[config.mk]
export PLATFORM = sky130hd
export DESIGN_NAME = branch_resolve_unit
export DESIGN_NICKNAME = d
export VERILOG_FILES = /design/src/rtl/branch_resolve_unit.sv
export SDC_FILE = /design/constraint.sdc
export NUM_CORES = 1
export LEC_CHECK = 0
export ABC_AREA = 1
export CAP_MARGIN = 15
export CELL_PAD_IN_SITES_DETAIL_PLACEMENT = 1
export CELL_PAD_IN_SITES_GLOBAL_PLACEMENT = 2
export CORE_MARGIN = 5
export CORE_UTILIZATION = 24
export DETAILED_ROUTE_END_ITERATION = 8
export PLACE_DENSITY = 0.84
export SYNTH_ARGS = -nofsm -noshare
export SYNTH_HDL_FRONTEND = slang
export SYNTH_SLANG_ARGS = --single-unit
export TNS_END_PERCENT = 10
[constraint.sdc]
create_clock -name clk -period 3.1 [get_ports clk]
set_input_delay 0.62 -clock clk [delete_from_list [all_inputs] [get_ports clk]]
set_output_delay 0.62 -clock clk [all_outputs]
set_load 0.02 [all_outputs]
[src/rtl/branch_resolve_unit.sv]
// EX-stage branch resolution: decode, direction, target, mispredict flush.
// Ports: clk/rst, stall, EX-slot inputs, IF lookup (pc_if/pred_taken_if),
//        resolution outputs (resolve_valid/br_taken/flush/redirect_pc), perf counters.
module branch_resolve_unit #(
  parameter int DWIDTH    = 32,
  parameter int BHT_DEPTH = 16,
  parameter int OUT_REG   = 1,
  parameter int CNT_WIDTH = 16
) (
  input  logic                 clk,
  input  logic                 rst,
  input  logic                 stall,
  input  logic                 valid_ex,
  input  logic [DWIDTH-1:0]    instruction_ex,
  input  logic [DWIDTH-1:0]    pc_ex,
  input  logic [DWIDTH-1:0]    rs1,
  input  logic [DWIDTH-1:0]    rs2,
  input  logic [DWIDTH-1:0]    imm_ex,
  input  logic                 pred_taken_ex,
  input  logic [DWIDTH-1:0]    pc_if,
  output logic                 pred_taken_if,
  output logic                 resolve_valid,
  output logic                 br_taken,
  output logic                 flush,
  output logic [DWIDTH-1:0]    redirect_pc,
  output logic [CNT_WIDTH-1:0] branch_count,
  output logic [CNT_WIDTH-1:0] mispredict_count
);

  localparam int IW = $clog2(BHT_DEPTH);

  logic [6:0] opcode;
  logic [2:0] funct3;
  logic       is_br;
  logic       is_jal;
  logic       is_jalr;
  logic       cf;
  logic       eq;
  logic       lt_s;
  logic       lt_u;
  logic       taken;
  logic       br_ok;
  logic       flush_next;
  logic       bht_we;

  logic [DWIDTH-1:0] seq_pc;
  logic [DWIDTH-1:0] target;
  logic [DWIDTH-1:0] redirect_next;

  logic [IW-1:0] idx_ex;
  logic [IW-1:0] idx_if;
  logic [1:0]    bht [BHT_DEPTH];

  logic unused;

  assign opcode  = instruction_ex[6:0];
  assign funct3  = instruction_ex[14:12];
  assign is_br   = (opcode == 7'b1100011);
  assign is_jal  = (opcode == 7'b1101111);
  assign is_jalr = (opcode == 7'b1100111);
  assign cf      = valid_ex & (is_br | is_jal | is_jalr);

  assign eq   = (rs1 == rs2);
  assign lt_s = ($signed(rs1) < $signed(rs2));
  assign lt_u = (rs1 < rs2);

  always_comb begin
    taken = 1'b0;
    br_ok = 1'b0;
    unique case (1'b1)
      is_jal, is_jalr: taken = 1'b1;
      is_br: begin
        br_ok = 1'b1;
        case (funct3)
          3'b000:  taken = eq;
          3'b001:  taken = !eq;
          3'b100:  taken = lt_s;
          3'b101:  taken = !lt_s;
          3'b110:  taken = lt_u;
          3'b111:  taken = !lt_u;
          default: br_ok = 1'b0;
        endcase
      end
      default: taken = 1'b0;
    endcase
  end

  assign seq_pc = pc_ex + DWIDTH'(4);

  // JALR target has bit 0 cleared; everything else is PC-relative.
  assign target = is_jalr ? ((rs1 + imm_ex) & ~DWIDTH'(1))
                          : (pc_ex + imm_ex);

  assign redirect_next = taken ? target : seq_pc;

  // Fetch never predicts a JALR target, so it always redirects.
  assign flush_next = cf & (is_jalr
                          | (is_jal & !pred_taken_ex)
                          | (is_br & (taken ^ pred_taken_ex)));

  assign idx_ex = pc_ex[IW+1:2];
  assign idx_if = pc_if[IW+1:2];

  assign pred_taken_if = bht[idx_if][1];

  assign bht_we = cf & is_br & br_ok & !stall;

  always_ff @(posedge clk or posedge rst) begin
    if (rst) begin
      for (int i = 0; i < BHT_DEPTH; i++)
        bht[i] <= 2'b01;
    end else if (bht_we) begin
      if (taken && bht[idx_ex] != 2'b11)
        bht[idx_ex] <= bht[idx_ex] + 2'd1;
      else if (!taken && bht[idx_ex] != 2'b00)
        bht[idx_ex] <= bht[idx_ex] - 2'd1;
    end
  end

  always_ff @(posedge clk or posedge rst) begin
    if (rst) begin
      branch_count     <= '0;
      mispredict_count <= '0;
    end else if (!stall) begin
      if (cf && is_br && branch_count != '1)
        branch_count <= branch_count + 1'b1;
      if (flush_next && mispredict_count != '1)
        mispredict_count <= mispredict_count + 1'b1;
    end
  end

  generate
    if (OUT_REG != 0) begin : g_reg
      always_ff @(posedge clk or posedge rst) begin
        if (rst) begin
          resolve_valid <= 1'b0;
          br_taken      <= 1'b0;
          flush         <= 1'b0;
          redirect_pc   <= '0;
        end else if (stall) begin
          // Pulses drop while held so each instruction flushes once.
          resolve_valid <= 1'b0;
          flush         <= 1'b0;
        end else begin
          resolve_valid <= cf;
          br_taken      <= cf & taken;
          flush         <= flush_next;
          redirect_pc   <= redirect_next;
        end
      end
    end else begin : g_comb
      assign resolve_valid = cf & !stall;
      assign br_taken      = cf & taken & !stall;
      assign flush         = flush_next & !stall;
      assign redirect_pc   = stall ? '0 : redirect_next;
    end
  endgenerate

  assign unused = ^{pc_if[DWIDTH-1:IW+2], pc_if[1:0],
                    instruction_ex[DWIDTH-1:15],
                    instruction_ex[11:7]};

endmodule

# Word level (Yosys, flattened, before mapping)
# Index checks and enable logic that the tools add are counted.
dict set report totals {
  reg_bits 99
  output_inout_bits 68
  elab_cells 102
}
dict set report classes {
  reduce_logical 20
  n_bitwise 16
  n_eq_ne 12
  n_addsub 7
  magnitude_cmp 5
  muxes 20
}
# cell n
set ops {}
lappend ops {{32-bit two-way mux} 4}
lappend ops {{32-bit adder} 2}
lappend ops {{32-bit bitwise mux} 2}
lappend ops {{32-bit < comparator} 2}
lappend ops {{16-bit by 1-bit adder with 16-bit output (second input constant)} 2}
lappend ops {{32-bit by 3-bit adder with 32-bit output (second input constant)} 1}
lappend ops {{32-bit equality test} 1}
lappend ops {{16-bit != test (second input constant)} 2}
lappend ops {{7-bit equality test (second input constant)} 3}
lappend ops {{2-bit binary-select mux with 4-bit select} 2}
lappend ops {{3-bit equality test (second input constant)} 4}
lappend ops {{5-bit >= comparator (second input constant)} 2}
lappend ops {{2-bit two-way mux} 5}
lappend ops {{4-bit inverter with 5-bit output} 2}
lappend ops {{1-bit AND} 8}
lappend ops {{2-bit demux with 4-bit select} 1}
lappend ops {{1-bit logical AND} 6}
lappend ops {{1-bit zero test} 6}
lappend ops {{1-bit case mux with 6 select lines} 1}
lappend ops {{2-bit AND reduction} 3}
lappend ops {{6-bit OR reduction} 1}
lappend ops {{5-bit by 1-bit < comparator with 1-bit output (second input constant)} 1}
lappend ops {{1-bit two-way mux} 4}
lappend ops {{1-bit OR} 4}
lappend ops {{other kinds (10)} 11}

# Logic depth before layout (Yosys ltp)
# Gate-level depths: netlist of the first run.
dict set report depth {
  depth_word 10
  ltp_mapped 26
  mapped_depth_nobuf 25
}

# Worst setup path after synthesis of the first run
# No wires, ideal clock.
dict set report synth_path {
  path_type {input -> register}
  startpoint {input port pc_ex[2]}
  endpoint {register bht[11] (netlist name)}
  arrival_time_ps 3023
  path_buffers 4
  setup_ps 65
  setup_slack_ps 12
  cell_stages 16
  cell_sequence {inv_1 -> clkbuf_1 -> nand2_1 -> a32o_1 -> nand2_1 -> nand4_1 -> inv_1 -> clkbuf_1 -> ha_1 -> clkbuf_1 -> clkinv_1 -> clkbuf_1 -> nand3_1 -> o21ai_0 -> nand3_1 -> nand2_1}
}
dict set report synth_via {
  elab_chain_cells 8
  word_cells_on_any_way 21
  classes_between {add/sub: 2; order compare: 2; eq/ne: 1; mux: 9; bitwise: 1; reduce/logical: 6}
}
# element line
set synth_rtl {}
lappend synth_rtl {{start, declared} 15} ;# input logic [DWIDTH-1:0] pc_ex,
lappend synth_rtl {{4-bit inverter with 5-bit output (not written as such) *} n/a}
lappend synth_rtl {{2-bit binary-select mux with 4-bit select (tied with other cells)} n/a}
lappend synth_rtl {{2-bit two-way mux (not written as such) / 1-bit logical AND (equally long branches)} n/a}
lappend synth_rtl {{2-bit two-way mux, on equally long branches} n/a}
lappend synth_rtl {{2-bit by 1-bit subtractor with 2-bit output (tied with other cells)} 116} ;# bht[idx_ex] <= bht[idx_ex] - 2'd1;
lappend synth_rtl {{32-bit bitwise mux (tied with other cells)} 116}
lappend synth_rtl {{32-bit two-way mux / 2-bit nonzero test (equally long branches)} n/a}
lappend synth_rtl {{32-bit two-way mux / 2-bit AND reduction (equally long branches)} n/a}
lappend synth_rtl {{end signal, assigned by index} 114} ;# bht[idx_ex] <= bht[idx_ex] + 2'd1;
lappend synth_rtl {{end signal, assigned by index} 116}
lappend synth_rtl {{end, declared} 52} ;# logic [1:0] bht [BHT_DEPTH];
# Mark *: on every way between the ends. The rest lies on a longest branch, timed or not. The select of a mux whose other input is x is not followed.
# A chain may end at the register's enable or synchronous reset.

# Final worst setup path of the first run
dict set report layout_path {
  startpoint {input port imm_ex[16]}
  endpoint {register redirect_pc[30]}
}
dict set report layout_via {
  elab_chain_cells 3
  word_cells_on_any_way 4
  classes_between {add/sub: 2; mux: 2}
}
# element line
set layout_rtl {}
lappend layout_rtl {{start, declared} 18} ;# input logic [DWIDTH-1:0] imm_ex,
lappend layout_rtl {{32-bit adder, on equally long branches} {92, 91}}
lappend layout_rtl {{32-bit two-way mux *} 91} ;# assign target = is_jalr ? ((rs1 + imm_ex) & ~DWIDTH'(1))
lappend layout_rtl {{32-bit two-way mux *} 94} ;# assign redirect_next = taken ? target : seq_pc;
lappend layout_rtl {{end signal, assigned} 148} ;# redirect_pc <= redirect_next;
lappend layout_rtl {{end, declared} 25} ;# output logic [DWIDTH-1:0] redirect_pc,
# Mark *: on every way between the ends. The rest lies on a longest branch, timed or not.

==> impl_metrics.py, run 1 <==
metrics = {
    "status": {
        "status": "complete, no violations",
    },
    "route": {
        "route.detailed.drc": 0,
        "avgRoutedWirePerCell_um": 18.1,
        "firstDrtPassIters": 5,
        "drt_iter0_drc": 662,
        "vias": 13200,
        "routed_via_density": 4.83,
        "drt-total-wl_um": 49600,
        "final_antenna_net_count": 0,
    },
    "placement": {
        "pre_cts_slack_ps": -878,
        "port_buffers": 214,
        "finalWeightedCongestion": 0.947,
        "dp.cells": 2703,
        "hpwl_um": 40200,
    },
    "cts": {
        "root_buffer": "clkbuf_16",
        "cts_hold_buf": 0,
        "cts_tree": "yes",
        "clk_path_buf_depth": 2,
        "clk_latency_ps": 380,
        "clk_pin_slew_worst_paths_ps": 80,
        "numCtsBuffers": 9,
        "h-tree-depth": 3,
        "clock-sinks": 99,
    },
    "worst_setup_path": {
        "path_buf_inv": 3,
        "max_stage_delay_ps": 460,
        "required_ps": 3420,
        "rr_endpoint": "bht[9]",
        "worstPathArrival_ps": 3340,
        "crit_slowest_cell": "clkdlybuf4s50_1",
        "ff2ff_setup_slack_ps": 630,
        "critPathKind": "in -> reg",
        "cp-end-kind": "register",
        "start_kind": "primary input",
        "path_delay_family": "compound AO/OA/AOI/OAI gates",
        "reg2reg_depth": 14,
        "cpMostUsedCell": "nand2_1",
        "crit_fanout": 4,
        "path_cells": "clkdlybuf4s50_1, buf_4, ha_1, nand2_1, buf_4, o21ai_0, a21oi_1, nand3_2, nand2_1, o211ai_1, a21oi_2, nand2_1, nand2_1, nor2_1, o21ai_1, nand2_1, nand2_1",
    },
    "cells_and_area": {
        "layout_commonest_cell": "nand2_1",
        "drive_above_1_share": 0.257,
        "multiInputGateArea_um2": 8180,
        "stdcell_count": 2732,
        "nNetsFinal": 2434,
        "layout_common_cells": "nand2_1 (380), buf_4 (289), clkdlybuf4s50_1 (145)",
        "fillers": 5515,
        "final_util": 0.394,
        "area_growth_pct": 63.3,
        "seq_area_um2": 2500,
    },
    "timing": {
        "fin_skew_ps": 12.5,
        "max_slew_margin": 0.591,
        "hold_violations": 0,
        "rsz0062_at_grt": "yes",
        "tightestPinTransition_ps": 598,
        "slew_viol_final": 0,
        "finalCriticalPeriod_ps": 3020,
        "period_share": 0.973,
        "fmax_ghz": 0.331,
        "layout_setup_ws_ps": 83.2,
        "setup-violations-final": 0,
    },
    "synth": {
        "syn-cell-area_um2": 10600,
        "synth.area.top_cells": "dfrtp_1 (20%), nand2_1 (15%), ha_1 (12%)",
        "yosys.area.top_type": "dfrtp_1",
        "synthAdderAreaFrac": 0.123,
        "synth_mux_area_frac": 0.00283,
        "synth_fp_nets": 1930,
        "synth-seq-cells": 99,
        "synth_compound_gate_area_share": 0.192,
        "synth_top_family_by_area": "simple AND/OR/NAND/NOR gates",
        "yosysTopAreaCellShare": 0.196,
        "yosysWarningCount": 0,
        "synth_cells": 1630,
        "synth_seq_area_share": 0.235,
        "synth_edf_count": 0,
        "async_flop_share": 1.00,
        "syn_area_per_cell_um2": 6.51,
        "synth_xor_area_frac": 0.0561,
        "synthSimpleGateAreaFrac": 0.311,
        "yosys_most_used_dff": "dfrtp_1",
        "synth_cell_types": 52,
    },
    "pwr": {
        "clkPwrFrac": 0.244,
        "power_density_nw_per_um2": 270,
        "p_switching_uw": 1790,
        "internal_power_uw": 2890,
        "seq_power_share": 0.295,
        "comb_power_share": 0.461,
        "peakVddDrop_mv": 0.230,
        "p_leak_uw": 0.00847,
        "switching_share": 0.383,
    },
    "die": {
        "die_w_um": 220,
        "coreArea_um2": 43900,
        "num_io_pins": 265,
        "fp.dieArea_um2": 48500,
        "die_h_um": 220,
        "initial_core_util": 0.242,
        "rows": 77,
    },
    "global_route": {
        "gr-total-overflow": 0,
        "grt_pass1_vias": 14100,
        "antenna_found_initial": 0,
        "grt_usage": 0.197,
        "grt_pass1_wl_um": 75500,
        "grt_start_max_net_pins": 49,
    },
    "worst_hold_path": {
        "hp-class": "reg -> reg",
        "holdPathStages": 2,
    },
    "job": {
        "max_cap_viol_count": 0,
    },
}
==> tightest hold or removal path, delay by kind of cell, from the launching register on <==
kind            cells  cell delay, ps
flops               1             370
simple gates        1              50
compound gates      1              50
==> cell families (layout without fill, tap and decap cells) <==
logic type | Yosys count | count (layout)
other | 0 | 1
DFF | 99 | 99
AOI/OAI and AO/OA | 374 | 374
muxes | 3 | 3
adders and majority gates | 103 | 103
buffers and inverters | 218 | 727
and+or+nand+nor | 765 | 765
xor gates and xnor gates | 68 | 68
==> synth_stat cells (all sizes together) (9+ instances only) <==
master    n
nand2   435
inv     176
nor2    157
o21ai   157
a21oi   150
ha      101
nand3    95
dfrtp    83
xor2     41
nand4    28
xnor2    27
nor3     25
clkbuf   24
a31oi    20
dfstp    16
nor4     15
buf      14
o211ai    9
==> stage by stage <==
stage	TNS [ps]	total power [uW]	hold WS [ps]	instance area, um^2
finish	0	4680	472	17300
global route	-542	4980	499	17300
CTS	-476	4630	473	16500
detailed placement	-61190	3400	466	15800
global placement	-54810	3340	459	15800
floorplan	0	2280	442	10600
==> how the worst max path moves through the flow <==
stage / startpoint / end / slack, ps / depth (start not counted)
floorplan: pc_ex[2] / bht[11] / 10 / 16
global placement: rs2[31] / redirect_pc[1] / -730 / 20
detailed placement: rs2[31] / bht[1] / -880 / 19
CTS: rs2[29] / bht[19] / -50 / 21
global route: imm_ex[16] / redirect_pc[30] / -60 / 17
finish: imm_ex[16] / redirect_pc[30] / 80 / 17
==> metal layers <==
| layer | GRT usage | vias up | share of wire |
|---|---|---|---|
| li1 | - | 6477 | - |
| met1 | 0.244 | 6435 | 0.43 |
| met2 | 0.362 | 221 | 0.51 |
| met3 | 0.0226 | 51 | 0.032 |
| met4 | 0.0497 | 0 | 0.020 |
| met5 | 0 | - | 0 |
==> power groups by stage <==
stage               registers (uW)  clock network [uW]  logic, uW
detailed placement            1400                   0       1990
global route                  1380                1230       2360
finish                        1380                1140       2160
CTS                           1380                1200       2050
global placement              1400                   0       1940
floorplan                     1440                   0        843
==> cell type report <==
| cell class | instances | area share |
|---|---|---|
| inverters | 180 | 0.0399 |
| flip-flops and latches | 99 | 0.144 |
| clock buffers | 11 | 0.0134 |
| diodes | 1 | 0.000144 |
| multi-input cells | 1313 | 0.472 |
| well taps | 592 | 0.0427 |
| clock inverters | 5 | 0.00231 |
| repair buffers | 531 | 0.286 |
==> timing repair <==
action	CTS	global route
setup endpoints to repair	81	81
buffers inserted	3	5
cloned	4	0
pin swaps	24	61
resized for setup	100	201
No activity file was read; power rests on OpenSTA's default activity.
==> run 2: changes to the inputs <==
Settings changed: CAP_MARGIN 15 to not set, PLACE_DENSITY 0.84 to 0.8.
==> run 2 against run 1 <==
Effect of this change: combinational power is essentially flat; routed wire length shrank 2.1%; global-route usage fell by 0.71 points; sequential power is essentially flat; critical path type unchanged.
==> impl_metrics.py, run 2 (synthesis results as in run 1) <==
metrics = {
    "route": {
        "avgRoutedWirePerCell_um": 17.8,
        "vias": 13000,
        "firstDrtPassIters": 4,
        "drt-total-wl_um": 48500,
        "route.detailed.drc": 0,
        "routed_via_density": 4.79,
        "final_antenna_net_count": 0,
        "drt_iter0_drc": 624,
    },
    "timing": {
        "finalCriticalPeriod_ps": 3010,
        "slew_viol_final": 0,
        "max_slew_margin": 0.502,
        "setup-violations-final": 0,
        "hold_violations": 0,
        "tightestPinTransition_ps": 745,
        "fmax_ghz": 0.332,
        "rsz0062_at_grt": "yes",
        "period_share": 0.972,
        "fin_skew_ps": 8.84,
    },
    "die": {
        "fp.dieArea_um2": 48500,
        "coreArea_um2": 43900,
        "die_w_um": 220,
        "initial_core_util": 0.242,
        "die_h_um": 220,
        "rows": 77,
        "num_io_pins": 265,
    },
    "cells_and_area": {
        "fillers": 5475,
        "stdcell_count": 2720,
        "drive_above_1_share": 0.265,
        "layout_commonest_cell": "nand2_1",
        "final_area_um2": 17300,
        "nNetsFinal": 2421,
        "multiInputGateArea_um2": 8300,
        "area_growth_pct": 62.8,
        "seq_area_um2": 2500,
        "layout_common_cells": "nand2_1 (371), buf_4 (287), clkdlybuf4s50_1 (148)",
    },
    "pwr": {
        "power_density_nw_per_um2": 273,
        "peakVddDrop_mv": 0.219,
        "p_leak_uw": 0.00847,
    },
    "worst_hold_path": {
        "hp-class": "reg -> reg",
        "holdPathStages": 2,
    },
    "job": {
        "max_cap_viol_count": 0,
    },
    "worst_setup_path": {
        "required_ps": 3360,
        "max_stage_delay_ps": 470,
        "reg2reg_depth": 15,
        "cp-end-kind": "register",
        "critPathKind": "in -> reg",
        "path_buf_inv": 4,
        "crit_slowest_cell": "clkdlybuf4s50_1",
        "cpMostUsedCell": "nand2_2",
        "worstPathArrival_ps": 3270,
        "crit_fanout": 8,
        "path_cells": "clkdlybuf4s50_1, ha_4, nand2_2, nor2_4, nand2_4, nor2_4, nand2_4, nand2_2, o21ai_2, inv_1, nand2_1, nor2_1, nand3_2, nand2_2, nand2_4, o21ai_2, nand2_2, clkinv_4, buf_12, nand2_4, nand2_2, nand2_2",
        "cp.depth": 22,
        "path_delay_family": "simple AND/OR/NAND/NOR gates",
        "start_kind": "primary input",
    },
    "cts": {
        "h-tree-depth": 3,
        "clk_latency_ps": 370,
        "clock-sinks": 99,
        "clk_path_buf_depth": 2,
        "cts_tree": "yes",
        "numCtsBuffers": 9,
        "root_buffer": "clkbuf_16",
        "cts_hold_buf": 0,
        "clk_pin_slew_worst_paths_ps": 80,
    },
    "placement": {
        "port_buffers": 214,
        "dpl_cell_area_um2": 15700,
        "hpwl_um": 39600,
        "dp.cells": 2694,
        "finalWeightedCongestion": 0.922,
    },
    "global_route": {
        "grt_usage": 0.190,
        "gr-total-overflow": 0,
        "grt_pass1_vias": 13500,
        "grt_start_max_net_pins": 61,
        "antenna_found_initial": 2,
        "grt_pass1_wl_um": 73100,
    },
    "status": {
        "status": "complete, no violations",
    },
}
run 2: cell types whose count changed in the layout (fill, tap and decap cells not counted), sizes merged, moves of 2 or more:
cell           previous run  this run
buf                     317       302
clkbuf                   12        14
clkdlybuf4s15             2         0
clkdlybuf4s50           145       148
dlygate4sd2               7         4
run 2: worst paths after layout:
check                           slack [ps]              end      from
worst max-delay path                    90          bht[27]   rs1[27]
worst min-delay path                   470         register  register
worst max register to register         860         register  register
worst min register to register         470         register  register
max in group asynchronous             1670        async pin       rst
min in group asynchronous              720  branch_count[4]       rst
run 2: worst register-to-register path: stages (launching register included):
cell	delay (ps)
dfstp_2	550
nand2_1	50
a32o_1	260
nand2_1	80
nand4_1	180
inv_1	130
ha_1	150
inv_1	60
nand2_4	70
o21ai_2	60
nand2_2	90
clkinv_4	100
clkbuf_16	190
nand2_2	90
nand2_1	70
o21ai_2	60
run 2: cell type report:
cell class,count,share of cell area
Multi-Input combinational cell,1313,0.481
Inverter,180,0.0396
Sequential cell,99,0.145
Timing Repair Buffer,518,0.275
Tap cell,592,0.0429
Clock inverter,6,0.00282
Antenna cell,2,0.000290
Clock buffer,10,0.0138
run 2: where the power goes:
part | switching, uW | internal [uW]
registers | 49.8 | 1340
clock network | 570 | 577
logic | 1170 | 1020
run 2: per-layer routing:
layer,vias to the layer above,track usage,part of all wire
li1,6455,-,-
met1,6290,0.243,0.44
met4,0,0.0412,0.020
met2,238,0.346,0.51
met5,-,0,0
met3,54,0.0172,0.031
run 2: metrics by stage:
step           power, uW  utilization  setup TNS [ps]  hold slack, ps  setup WS [ps]
6_report            4720        0.393               0             475           88.0
5_1_grt             5010        0.393           -2290             498          -84.5
4_1_cts             4620        0.369           -1000             479          -76.3
3_5_place_dp        3410        0.357          -51220             467           -804
3_3_place_gp        3370        0.357          -46810             460           -677
2_1_floorplan       2280            -               0             442           11.6
run 2: repair_timing:
action | CTS | global route
resized for setup | 56 | 256
setup buffers | 1 | 5
cloned | 1 | 2
pin swaps | 3 | 41
endpoints found under the setup margin | 82 | 79
==> RTL change 1, RTL diff (settings of run 1) <==
Reset style: synchronous (`rst`), changed in 3 clocked blocks.
--- a/src/rtl/branch_resolve_unit.sv
+++ b/src/rtl/branch_resolve_unit.sv
@@ -106,5 +106,5 @@
   assign bht_we = cf & is_br & br_ok & !stall;
 
-  always_ff @(posedge clk or posedge rst) begin
+  always_ff @(posedge clk) begin
     if (rst) begin
       for (int i = 0; i < BHT_DEPTH; i++)
@@ -118,5 +118,5 @@
   end
 
-  always_ff @(posedge clk or posedge rst) begin
+  always_ff @(posedge clk) begin
     if (rst) begin
       branch_count     <= '0;
@@ -132,5 +132,5 @@
   generate
     if (OUT_REG != 0) begin : g_reg
-      always_ff @(posedge clk or posedge rst) begin
+      always_ff @(posedge clk) begin
         if (rst) begin
           resolve_valid <= 1'b0;
Function: differs if rst is asserted again (counterexample within 4 cycles, from zero or initial values and one cycle with rst high); with rst held inactive, the same outputs for 4 cycles.
==> RTL change 1 against run 1 <==
Final cell count shrank 6.8%; routed wire length fell by 8.3%; area after synthesis fell by 5.3%; sequential cell count is the same; register-to-register slack improved by 0.23 ns; worst setup slack better by 0.015 ns; power fell by 3.8%; cell area shrank 7.7%; highest routed layer is now met5.
==> RTL change 1: results (changes against run 1) <==
[synth]
async_reset_ff_frac=0  ; -1.00
number_of_instances_in_the_synthesized_netlist=1523  ; -6.6%
yosysSeqAreaShare=0.229  ; -0.00632

[final_layout]
finalNetCount=2299  ; -5.5%
num-nonclk-inverters=175  ; -2.8%
multiInputCombCellCount=1211  ; -7.8%
layout.clock.cell_area_share=0.0183  ; +0.00257
seq-cell-share=0.144  ; about the same
final.signal_buffer_count=505  ; -4.9%
final_layout_size_suffix_gt1_frac=0.271  ; +0.0136
num-fill-cells=5298  ; -3.9%

[routing]
number_of_violations_reported_at_the_end_of_detailed_routing_iteration_0=456  ; -31%
vias_per_inst=4.86  ; +0.65%
drt-total-wl_mm=45.4  ; -8.3%

[place]
gp_congestion=0.902  ; -4.8%
place_worst_setup_slack_ns=-0.885  ; -0.00720 ns
dpl.hpwl_mm=37.6  ; -6.5%
dpl-instance-area_um2=14900  ; -5.9%

[timing]
max_slew_margin=0.301  ; -0.290

[pwr]
p_int_uw=2860  ; -1.0%
combinationalPower_uw=1970  ; -9%
power_density_nw_per_um2=282  ; +4.2%

[worst_setup_path]
timing.critical_path.arrival_ns=3.25  ; -0.09 ns
worst_r2r_path_depth=11  ; -3

[clock_network]
post_cts_resized=179  ; +79%
cts_setup_buffers=4  ; +1

[grt]
global_route.usage.total=0.188  ; -0.00820
antenna_found_initial=4  ; +4
grt_pass1_vias=13254  ; -5.7%
globalRouteMet2Util=0.339  ; -0.0234
groute.layer.met3.usage=0.0340  ; +0.0115

[run_status]
status=completed

## RTL change 1: worst paths after layout
| kind | slack [ns] | from | end |
|---|---|---|---|
| max | 0.1 | imm_ex[2] | redirect_pc[25]$_SDFFE_PP0N_ |
| min | 0.46 | redirect_pc[8]$_SDFFE_PP0N_ | redirect_pc[8]$_SDFFE_PP0N_ |
| max reg2reg | 0.86 | bht[5][0]$_SDFFCE_PN1P_ | bht[10][0]$_SDFFCE_PN1P_ |
| min reg2reg | 0.46 | redirect_pc[8]$_SDFFE_PP0N_ | redirect_pc[8]$_SDFFE_PP0N_ |
## RTL change 1: cell families after synthesis
group / share of synthesized area
AOI/OAI and AO/OA: 0.204
and+or+nand+nor: 0.295
DFF: 0.229
adders and majority gates: 0.127
buffers and inverters: 0.0823
muxes: 0.00498
xor gates and xnor gates: 0.0575
## RTL change 1: metal layers
metal	up-vias	share of wire
li1	6143	-
met4	4	0.037
met2	215	0.50
met5	-	0.00059
met3	78	0.036
met1	5931	0.43
==> RTL change 2, RTL diff (settings of run 1) <==
Without the edit above. The parameter `OUT_REG` goes from 1 to 0.
--- a/src/rtl/branch_resolve_unit.sv
+++ b/src/rtl/branch_resolve_unit.sv
@@ -5,5 +5,5 @@
   parameter int DWIDTH    = 32,
   parameter int BHT_DEPTH = 16,
-  parameter int OUT_REG   = 1,
+  parameter int OUT_REG   = 0,
   parameter int CNT_WIDTH = 16
 ) (
Behaviour: not the same (a bounded check fails within 4 cycles, from zero or initial values and one cycle with rst high).
==> RTL change 2 against run 1 <==
Highest routed layer is now met5; sequential cell count shrank 35; area after synthesis fell by 6.5%; routed wire length grew 4.6%; critical path type is now input port to output pin; cell area is 3.7% higher; the flow now finishes with violations (negative setup slack); power fell by 6.3%; combinational power grew 16%; worst hold slack worse by 0.00062 ns; worst setup slack lost 0.59 ns; sequential power is 39% lower.
==> RTL change 2: results (changes against run 1) <==
[synth]
synth_area_per_cell_um2=6.30  ; -3.2%
synth-adder-area-share=0.131  ; +0.00854
yosys.area_share.xor_xnor=0.0494  ; -0.00669
synth_common_cells=345 x sky130_fd_sc_hd__nand2_1, 209 x sky130_fd_sc_hd__inv_1, 164 x sky130_fd_sc_hd__a21oi_1
synthDistinctLibCells=62  ; +19%
synth_nets=1875  ; -2.8%
synth_mux_area_frac=0.00517  ; +0.00234
synth_top_cells_by_area=sky130_fd_sc_hd__nand2_1 13%, sky130_fd_sc_hd__ha_1 13%, sky130_fd_sc_hd__dfrtp_1 12%
total_standard_cell_area_after_synthesis_um2=9920  ; -6.5%
synth_compound_area_frac=0.230  ; +0.0378

[final_layout]
finalNetCount=2450  ; +0.66%
layout.clock.cell_area_share=0.0167  ; +0.000978
final.signal_buffer_count=598  ; +13%
final-seq-area_um2=1620  ; -35%
n_antenna_cell=0  ; -1
num-fill-cells=5000  ; -9.3%
nonClkBufAreaFrac=0.275  ; -0.0106
area_used_by_multi_input_combinational_logic_um2=9600  ; +17%
clock_buffer_count=13  ; +2

[run_status]
status=finished, violations left
failed_checks=negative setup slack

[routing]
met2_length_mm=26.1  ; +2.7%
routed.top_layer=met5
met3_wirelength_mm=2.01  ; +26%
vias_per_inst=5.00  ; +3.5%
drt-met1-wl_mm=21.9  ; +1.8%
drt-total-wl_mm=51.9  ; +4.6%

[place]
place_worst_setup_slack_ns=-1.59  ; -0.717 ns
dpl.hpwl_mm=41.1  ; +2.3%
gp_congestion=0.951  ; +0.42%

[timing]
slew_at_the_pin_closest_to_its_max_slew_limit_ns=0.763  ; +0.165 ns
tns_ns=-13.89  ; -13.89 ns
worst_slack_ns=-0.507  ; -0.590 ns
finalSetupViolCount=35  ; +35
timing.clock.skew_ns=0.00758  ; -0.00489 ns

[grt]
wire_length_of_the_first_global_routing_pass_mm=78.9  ; +4.5%
grt_start_max_net_pins=34  ; -31%
gr-usage-met1=0.268  ; +0.0244
global_route.usage.total=0.217  ; +0.0201
groute.layer.met3.usage=0.0223  ; -0.000242

[clock_network]
clock_insertion_delay_worst_skew_ns=0.34  ; -0.04 ns

[pwr]
p_sw_frac=0.390  ; +0.00720

[worst_setup_path]
r2r_setup_slack_ns=0.86  ; +0.23 ns
timing.critical_path.arrival_ns=2.99  ; -0.35 ns

==> RTL change 2: kinds of logic after synthesis <==
group,Yosys count
AO/OA/AOI/OAI,401
buffers and inverters,250
multiplexers,5
XOR/XNOR,56
flip-flops,64
AND/OR/NAND/NOR,696
adder cells (fa/ha/maj),103
==> RTL change 2: worst max path at each step <==
stage,start,endpoint,slack [ns],depth (start not counted)
4_1_cts,rs2[5],redirect_pc[8],-0.57,20
3_3_place_gp,rs2[17],redirect_pc[20],-1.52,21
6_report,imm_ex[17],redirect_pc[28],-0.51,14
3_5_place_dp,rs2[17],redirect_pc[20],-1.59,21
5_1_grt,rs1[17],redirect_pc[13],-0.62,20
2_1_floorplan,rs2[17],redirect_pc[18],-0.11,20
==> RTL change 2: repair_timing <==
action                                  4_1_cts  5_1_grt
setup buffers                                16        5
pin swaps                                   122       93
endpoints found under the setup margin       83       67
cloned                                        1        0
resized for setup                           775      221
==> RTL change 2: critical path, cell delays in order <==
cell and delay (ns):
sky130_fd_sc_hd__clkdlybuf4s15_2 0.22, sky130_fd_sc_hd__buf_4 0.16, sky130_fd_sc_hd__ha_4 0.28, sky130_fd_sc_hd__nand2_1 0.09, sky130_fd_sc_hd__inv_1 0.15, sky130_fd_sc_hd__buf_4 0.13, sky130_fd_sc_hd__nand3_1 0.12, sky130_fd_sc_hd__nor3_1 0.24
sky130_fd_sc_hd__nand3_2 0.14, sky130_fd_sc_hd__a21oi_2 0.14, sky130_fd_sc_hd__nand3b_1 0.18, sky130_fd_sc_hd__a21oi_2 0.10, sky130_fd_sc_hd__a211oi_4 0.26, sky130_fd_sc_hd__buf_6 0.16
